<file path="src/rtl/opb_register_simulink2ppc.sv">
// OPB slave readback register: captures a fabric word on a valid strobe and exposes
// DATA / STATUS / CONTROL to the PowerPC. Optional update counter: S2P_UPDATE_COUNT_EN.
module opb_register_simulink2ppc #(
   parameter logic [31:0] C_BASEADDR   = 32'h01000600,
   parameter logic [31:0] C_HIGHADDR   = 32'h010006FF,
   parameter int unsigned C_OPB_AWIDTH = 32,
   parameter int unsigned C_OPB_DWIDTH = 32,
   parameter              C_FAMILY     = "virtex5"
) (
   input  logic                        OPB_Clk,
   input  logic                        OPB_Rst,
   input  logic [0:C_OPB_AWIDTH-1]     OPB_ABus,
   input  logic [0:C_OPB_DWIDTH/8-1]   OPB_BE,
   input  logic [0:C_OPB_DWIDTH-1]     OPB_DBus,
   input  logic                        OPB_RNW,
   input  logic                        OPB_select,
   input  logic                        OPB_seqAddr,
   output logic [0:C_OPB_DWIDTH-1]     Sl_DBus,
   output logic                        Sl_xferAck,
   output logic                        Sl_errAck,
   output logic                        Sl_retry,
   output logic                        Sl_toutSup,
   input  logic [31:0]                 user_data_in,
   input  logic                        user_data_valid
);

   localparam logic [1:0] IDX_DATA    = 2'd0;
   localparam logic [1:0] IDX_STATUS  = 2'd1;
   localparam logic [1:0] IDX_CONTROL = 2'd2;
   localparam int unused_family_bits  = $bits(C_FAMILY);

   logic        r_ack;
   logic [31:0] r_dbus;
   logic [31:0] r_data;
   logic        r_new;
   logic        r_ovf;
   logic        r_freeze;
   logic [15:0] w_count;

   logic        w_hit;
   logic        w_accept;
   logic [1:0]  w_idx;
   logic        w_data_rd;
   logic        w_ctrl_wr;
   logic        w_clear;
   logic        w_capture;
   logic [31:0] w_rdata;
   logic        w_unused;

   assign w_unused   = &{1'b0, OPB_seqAddr, OPB_BE[0:2], OPB_DBus[0:29]};

   assign Sl_errAck  = 1'b0;
   assign Sl_retry   = 1'b0;
   assign Sl_toutSup = 1'b0;
   assign Sl_xferAck = r_ack;
   assign Sl_DBus    = r_dbus;

   // Address decode and per-transfer strobes; a transfer is accepted on the edge that raises the ack.
   always_comb begin
      w_hit     = 1'b0;
      w_accept  = 1'b0;
      w_idx     = OPB_ABus[28:29];
      w_data_rd = 1'b0;
      w_ctrl_wr = 1'b0;
      w_clear   = 1'b0;
      w_capture = 1'b0;
      if (OPB_select && (OPB_ABus >= C_BASEADDR) && (OPB_ABus <= C_HIGHADDR)) begin
         w_hit = 1'b1;
      end else begin
         w_hit = 1'b0;
      end
      w_accept  = w_hit & ~r_ack;
      w_data_rd = w_accept & OPB_RNW & (w_idx == IDX_DATA);
      if (w_accept && !OPB_RNW && (w_idx == IDX_CONTROL) && OPB_BE[3]) begin
         w_ctrl_wr = 1'b1;
      end else begin
         w_ctrl_wr = 1'b0;
      end
      w_clear   = w_ctrl_wr & OPB_DBus[31];
      w_capture = user_data_valid & ~r_freeze;
   end

   // Read-data multiplexer over the current register state.
   always_comb begin
      w_rdata = 32'h0000_0000;
      case (w_idx)
         IDX_DATA:    w_rdata = r_data;
         IDX_STATUS:  w_rdata = {r_new, r_ovf, 14'd0, w_count};
         IDX_CONTROL: w_rdata = {30'd0, r_freeze, 1'b0};
         default:     w_rdata = 32'h0000_0000;
      endcase
   end

   // Bus response: single-cycle ack, read data driven only during the ack cycle.
   always_ff @(posedge OPB_Clk or negedge OPB_Rst) begin
      if (!OPB_Rst) begin
         r_ack  <= 1'b0;
         r_dbus <= 32'h0000_0000;
      end else begin
         r_ack  <= w_accept;
         if (w_accept && OPB_RNW) begin
            r_dbus <= w_rdata;
         end else begin
            r_dbus <= 32'h0000_0000;
         end
      end
   end

   // Captured word and freeze control.
   always_ff @(posedge OPB_Clk or negedge OPB_Rst) begin
      if (!OPB_Rst) begin
         r_data   <= 32'h0000_0000;
         r_freeze <= 1'b0;
      end else begin
         if (w_capture) begin
            r_data <= user_data_in;
         end else begin
            r_data <= r_data;
         end
         if (w_ctrl_wr) begin
            r_freeze <= OPB_DBus[30];
         end else begin
            r_freeze <= r_freeze;
         end
      end
   end

   // New/overflow flags: a capture wins over a coincident DATA read, and clear wins over overflow.
   always_ff @(posedge OPB_Clk or negedge OPB_Rst) begin
      if (!OPB_Rst) begin
         r_new <= 1'b0;
         r_ovf <= 1'b0;
      end else begin
         if (w_capture) begin
            r_new <= 1'b1;
         end else if (w_data_rd) begin
            r_new <= 1'b0;
         end else begin
            r_new <= r_new;
         end
         if (w_clear) begin
            r_ovf <= 1'b0;
         end else if (w_capture && r_new && !w_data_rd) begin
            r_ovf <= 1'b1;
         end else begin
            r_ovf <= r_ovf;
         end
      end
   end

`ifdef S2P_UPDATE_COUNT_EN
   logic [15:0] r_count;

   assign w_count = r_count;

   // Update counter; clear with a coincident capture leaves one counted update.
   always_ff @(posedge OPB_Clk or negedge OPB_Rst) begin
      if (!OPB_Rst) begin
         r_count <= 16'h0000;
      end else begin
         if (w_clear) begin
            r_count <= w_capture ? 16'h0001 : 16'h0000;
         end else if (w_capture) begin
            r_count <= r_count + 16'h0001;
         end else begin
            r_count <= r_count;
         end
      end
   end
`else
   assign w_count = 16'h0000;
`endif

endmodule

</file>
<file path="config.mk">
export PLATFORM = sky130hd
export DESIGN_NAME = opb_register_simulink2ppc
export DESIGN_NICKNAME = d
export VERILOG_FILES = /design/src/rtl/opb_register_simulink2ppc.sv
export SDC_FILE = /design/constraint.sdc
export NUM_CORES = 1
export LEC_CHECK = 0
export CAP_MARGIN = 10
export CELL_PAD_IN_SITES_DETAIL_PLACEMENT = 1
export CELL_PAD_IN_SITES_GLOBAL_PLACEMENT = 1
export CORE_MARGIN = 5
export CORE_UTILIZATION = 31
export DETAILED_ROUTE_END_ITERATION = 10
export GPL_TIMING_DRIVEN = 0
export PLACE_DENSITY = 0.82
export SLEW_MARGIN = 30
export SYNTH_ARGS = -nofsm -noshare
export SYNTH_HDL_FRONTEND = slang
export SYNTH_SLANG_ARGS = --single-unit
</file>
<file path="constraint.sdc">
create_clock -name OPB_Clk -period 4.1 [get_ports OPB_Clk]
set_input_delay 0.41 -clock OPB_Clk [delete_from_list [all_inputs] [get_ports OPB_Clk]]
set_output_delay 0.41 -clock OPB_Clk [all_outputs]
set_load 0.01 [all_outputs]
</file>
Word-level counts from Yosys, hierarchy flattened
Index checks and enable logic that the tools add are counted.

storage, ports and cells
  bits of input ports = 106
  output and inout port bits = 36
  flip-flop bits (word level) = 68

cells by class
  bitwise operators = 7
  mux-type cells = 8
  order comparisons = 2
  reductions and logical operators = 13
  equal/unequal tests = 2

operators with widths
  kind                  count
  $pmux 32 s3           1
  $ge 32x25->1 const B  1
  $le 32x25->1 const B  1
  $mux 32               1
  $logic_and 1x1->1     8
  $mux 1                6
  $and 1x1->1           5
  $reduce_bool 2->1     2
  $eq 2x1->1 const B    1
  $eq 2x2->1 const B    1
  $logic_not 1->1       2
  $logic_not 2->1       1
  $not 1->1             2

Depth between registers and ports, before layout
  word-level depth = 11
  gate-level depth with buffers = 5
  mapped depth without buffers = 4

Least setup slack after synthesis
Ideal clock, no wire load.

  path kind = input to register
  start = in OPB_ABus[14] (netlist bit)
  end = reg r_new
  required time = 3.976 ns
  slack = 2.113 ns
  arrival time = 1.863 ns
  stages on the path = 5
  cells stage by stage = or4_4 -> or4b_4 -> nor3_4 -> buf_6 -> o21bai_1

on the way
  cells in the longest elaborated chain, start to end = 8

RTL lines
  item                                  RTL line  RTL
  start, declared                       12        input logic [0:C_OPB_AWIDTH-1] OPB_ABus,
  $ge 32x25->1                          67        if (OPB_select && (OPB_ABus >= C_BASEADDR) && (OPB_ABus <= C_HIGHADDR)) begin
  $logic_and 1x1->1                     67
  $logic_and 1x1->1 *                   67
  $mux 1 *                              67
  $and 1x1->1 *                         72        w_accept = w_hit & ~r_ack;
  $and 1x1->1 * (2 in series)           73        w_data_rd = w_accept & OPB_RNW & (w_idx == IDX_DATA);
  $reduce_bool 2->1 (no source line) *  n/a
  end signal, assigned                  139       r_new <= r_new;
  end, declared                         35        logic r_new;

Every way passes the cells marked *; elsewhere a longest branch is shown, timed or not.
A chain may end at the register's enable or synchronous reset.

Final worst setup path
  start = in OPB_ABus[14] (netlist bit)
  end = reg r_dbus[13], in the netlist Sl_DBus[18]

on the way
  cells in the longest elaborated chain, start to end = 7

RTL lines
  item                  RTL line  RTL
  $ge 32x25->1          67
  $logic_and 1x1->1     67
  $logic_and 1x1->1 *   67
  $mux 1 *              67
  $and 1x1->1 *         72
  $logic_and 1x1->1 *   101       if (w_accept && OPB_RNW) begin
  $mux 32 *             101
  end signal, assigned  102       r_dbus <= w_rdata;
  end, declared         33        logic [31:0] r_dbus;

Marks and branches as above.

==> out/qor.txt <==
Setup repair bufs after CTS -> 0
Area share of the leading cell type in the synthesized netlist -> 0.668
Final Core Density -> 0.478
Crit end category -> flip-flop
Sequential fraction of the synthesis area -> 0.668
Final period util -> 0.539
CP arrival -> 2.48 ns
Number of distinct library cells after synthesis -> 24
Outcome -> complete, no violations
Post-CTS sizing -> 0
Core Box Area -> 8090 µm²
Average wire per cell in the routed design -> 15.3 µm
Worst-Skew Late Latency -> 0.34 ns
Height of the chip -> 101 µm
Minimum clock period after layout -> 2.21 ns
Port bufs -> 98
Crit path required time -> 4.37 ns
Top area cells in the synthesized netlist -> dfrtp_1 (67%), mux2_2 (15%), and2_1 (7.4%), buf_6 (1.3%), mux2i_1 (1.2%)
CTS tree -> done
Clock Pin Slew Worst Setup and Hold Paths -> 0.07 ns
Maximum VDD drop -> 153 µV
Cell area after layout -> 3870 µm²
Slew Limit Fails -> 0
Final-stage net count -> 388
Worst-Margin Slew -> 0.593 ns
NetSw -> 0.317 mW
CTS root buf -> clkbuf_8
Area of the mapped netlist -> 2550 µm²
GP Congestion -> 0.693
Max Root-Sink Buffers -> 2
P&R area growth vs syn -> 52.0%
Synth Register Bits -> 68
Logic pwr share -> 0.099
Max_cap viols -> 0
Sequential power share -> 0.533
Routed vias/inst -> 4.39
Number of global-route vias before repair -> 1,900
RSZ-0062 raised after global routing -> no
Max incr delay on CP -> 0.56 ns
# rows -> 33
Cell taking the most area after synthesis -> dfrtp_1
Slew Limit Headroom -> 0.605
Int Power -> 1.03 mW
CP top delay family -> simple AND/OR/NAND/NOR gates
CTS Sinks -> 68
HPWL Detailed -> 4530 µm
Synth Instances -> 169
Global route total overflow -> 0
TNS Setup -> 0 ns
Setup violations, final -> 0
Kind of critical path -> input port to flip-flop
Starting Density -> 0.315
Cell Area, Placed -> 3680 µm²
Slowest-stage cell, CP -> or4_4
FILL cells -> 847
Vias -> 1,722
Fmax -> 0.452 GHz
# DRC -> 0
Hold Path Class -> flip-flop to flip-flop
GR Util All Layers -> 0.124
H-tree depth -> 3
CTS buffer count -> 9
Max Clock Skew -> 0.00796 ns
Largest net degree at the start of global routing -> 44
Static Leak -> 1.69 nW
Type of element launching the critical path -> input port
Pwr dens -> 347 nW/µm²
N_diodes -> 0
1st-iter DRT viols -> 13
Overall die width -> 101 µm
Clock power frac -> 0.368
Number of routed nets with antenna violations -> 0
CP max FO -> 10
Total power -> 1.34 mW
Critical-path cell list -> clkdlybuf4s50_1 -> or4_4 -> or4b_4 -> nor3_4 -> buf_6 -> and2_1
Sw Ratio -> 0.236
Num ports -> 142
Mean Syn Cell Area -> 15.1 µm²
Hold_ws -> 0.477 ns
Overall routed net length -> 6010 µm
Final Hold Violating Endpoints -> 0
Die area -> 10,100 µm²
TritonRoute pass-1 iters -> 3
Initial antenna violation count -> 0
First-pass GRT wire length -> 9540 µm
Share of cells above drive strength 1 -> 0.209
Warnings, synthesis -> 0
Worst Path Buf+Inv -> 2
## synth_stat cells, drive strengths merged
| library cell | n |
|---|---|
| dfrtp | 68 |
| mux2 | 33 |
| and2 | 30 |
| buf | 6 |
| clkbuf | 4 |
| mux2i | 3 |
| nor2 | 3 |
| nor4 | 3 |
| inv | 2 |
| nand4 | 2 |
| nor3 | 2 |
| nor4b | 2 |
| nor4bb | 2 |
| a22oi | 1 |
| and3 | 1 |
| conb | 1 |
| nor2b | 1 |
| o21bai | 1 |
| o31ai | 1 |
| or4 | 1 |
| or4b | 1 |
| or4bb | 1 |
## layout by cell type, fill, tap and decap left out, drive strengths merged, types with 2 or more instances in the layout
master,instances
nor4b,2
clkdlybuf4s50,97
mux2,33
nor3,2
clkbuf,14
and2,30
dfrtp,68
inv,2
nor4,3
conb,3
nor4bb,2
clkinvlp,4
mux2i,3
buf,8
nand4,2
nor2,3
clkinv,2
## worst paths after layout
kind                       cells past startpoint          from     endpoint  slack, ns
min reg2reg                                    1    r_data[18]  Sl_DBus[13]       0.48
max reg2reg                                    4    Sl_xferAck     r_freeze       2.25
min in group asynchronous                      2       OPB_Rst  Sl_DBus[22]       0.52
min                                            1    r_data[18]  Sl_DBus[13]       0.48
max in group asynchronous                      3       OPB_Rst   r_data[18]       3.03
max                                            6  OPB_ABus[14]  Sl_DBus[18]       1.89
## final cells by class
class / instances / area (µm²) / area share
flip-flops and latches: 68 / 1700 / 0.440
repair buffers: 100 / 1010 / 0.261
multi-input cells: 91 / 773 / 0.200
clock buffers: 10 / 138 / 0.0356
well taps: 105 / 131 / 0.0339
plain buffers: 10 / 71.3 / 0.0184
clock inverters: 6 / 40.0 / 0.0103
inverters: 2 / 7.51 / 0.00194
## worst register-to-register path: stages, from the launching register on
cell     delay, ns
dfrtp_1       0.38
nor4_1        0.17
nand4_1       0.28
nor4_1        0.54
mux2_2        0.39
## registers in the layout, indices dropped and copies added (netlist names)
register,count
r_new,1
r_ovf,1
r_freeze,1
Sl_xferAck,1
Sl_DBus,32
r_data,32
## power by group through the flow
stage	clock network, mW	logic [mW]	registers, mW
after floorplan	0	0.0478	0.724
after global placement	0	0.128	0.727
after detailed placement	0	0.135	0.729
after CTS	0.516	0.136	0.716
after global routing	0.547	0.146	0.719
final	0.494	0.133	0.715
## cell families after synthesis
kind of cell           after synthesis  synth area share
flip-flops                          68             0.668
buffers and inverters               12            0.0310
other                                1           0.00147
AO/OA/AOI/OAI                        3           0.00885
multiplexers                        36             0.158
AND/OR/NAND/NOR                     49             0.133
## stage by stage
step / setup slack, ns / cells
global placement: 0.384 / 374
finish: 1.89 / 392
floorplan: 2.11 / 171
CTS: 1.87 / 392
detailed placement: 1.51 / 375
global route: 1.83 / 392
## timing repair
action                                  in CTS  in global routing
endpoints found under the setup margin       0                  0
hold buffers                                 1                  0
endpoints found under the hold margin       25                  0
## per-layer routing
metal,wire length (µm),global-route usage,up-vias
met5,0,0,-
met4,64,0.0373,0
met3,558,0.0554,6
met2,3080,0.213,60
met1,2310,0.139,858
li1,-,-,798
Note: power is estimated with default switching activity, not from simulation.
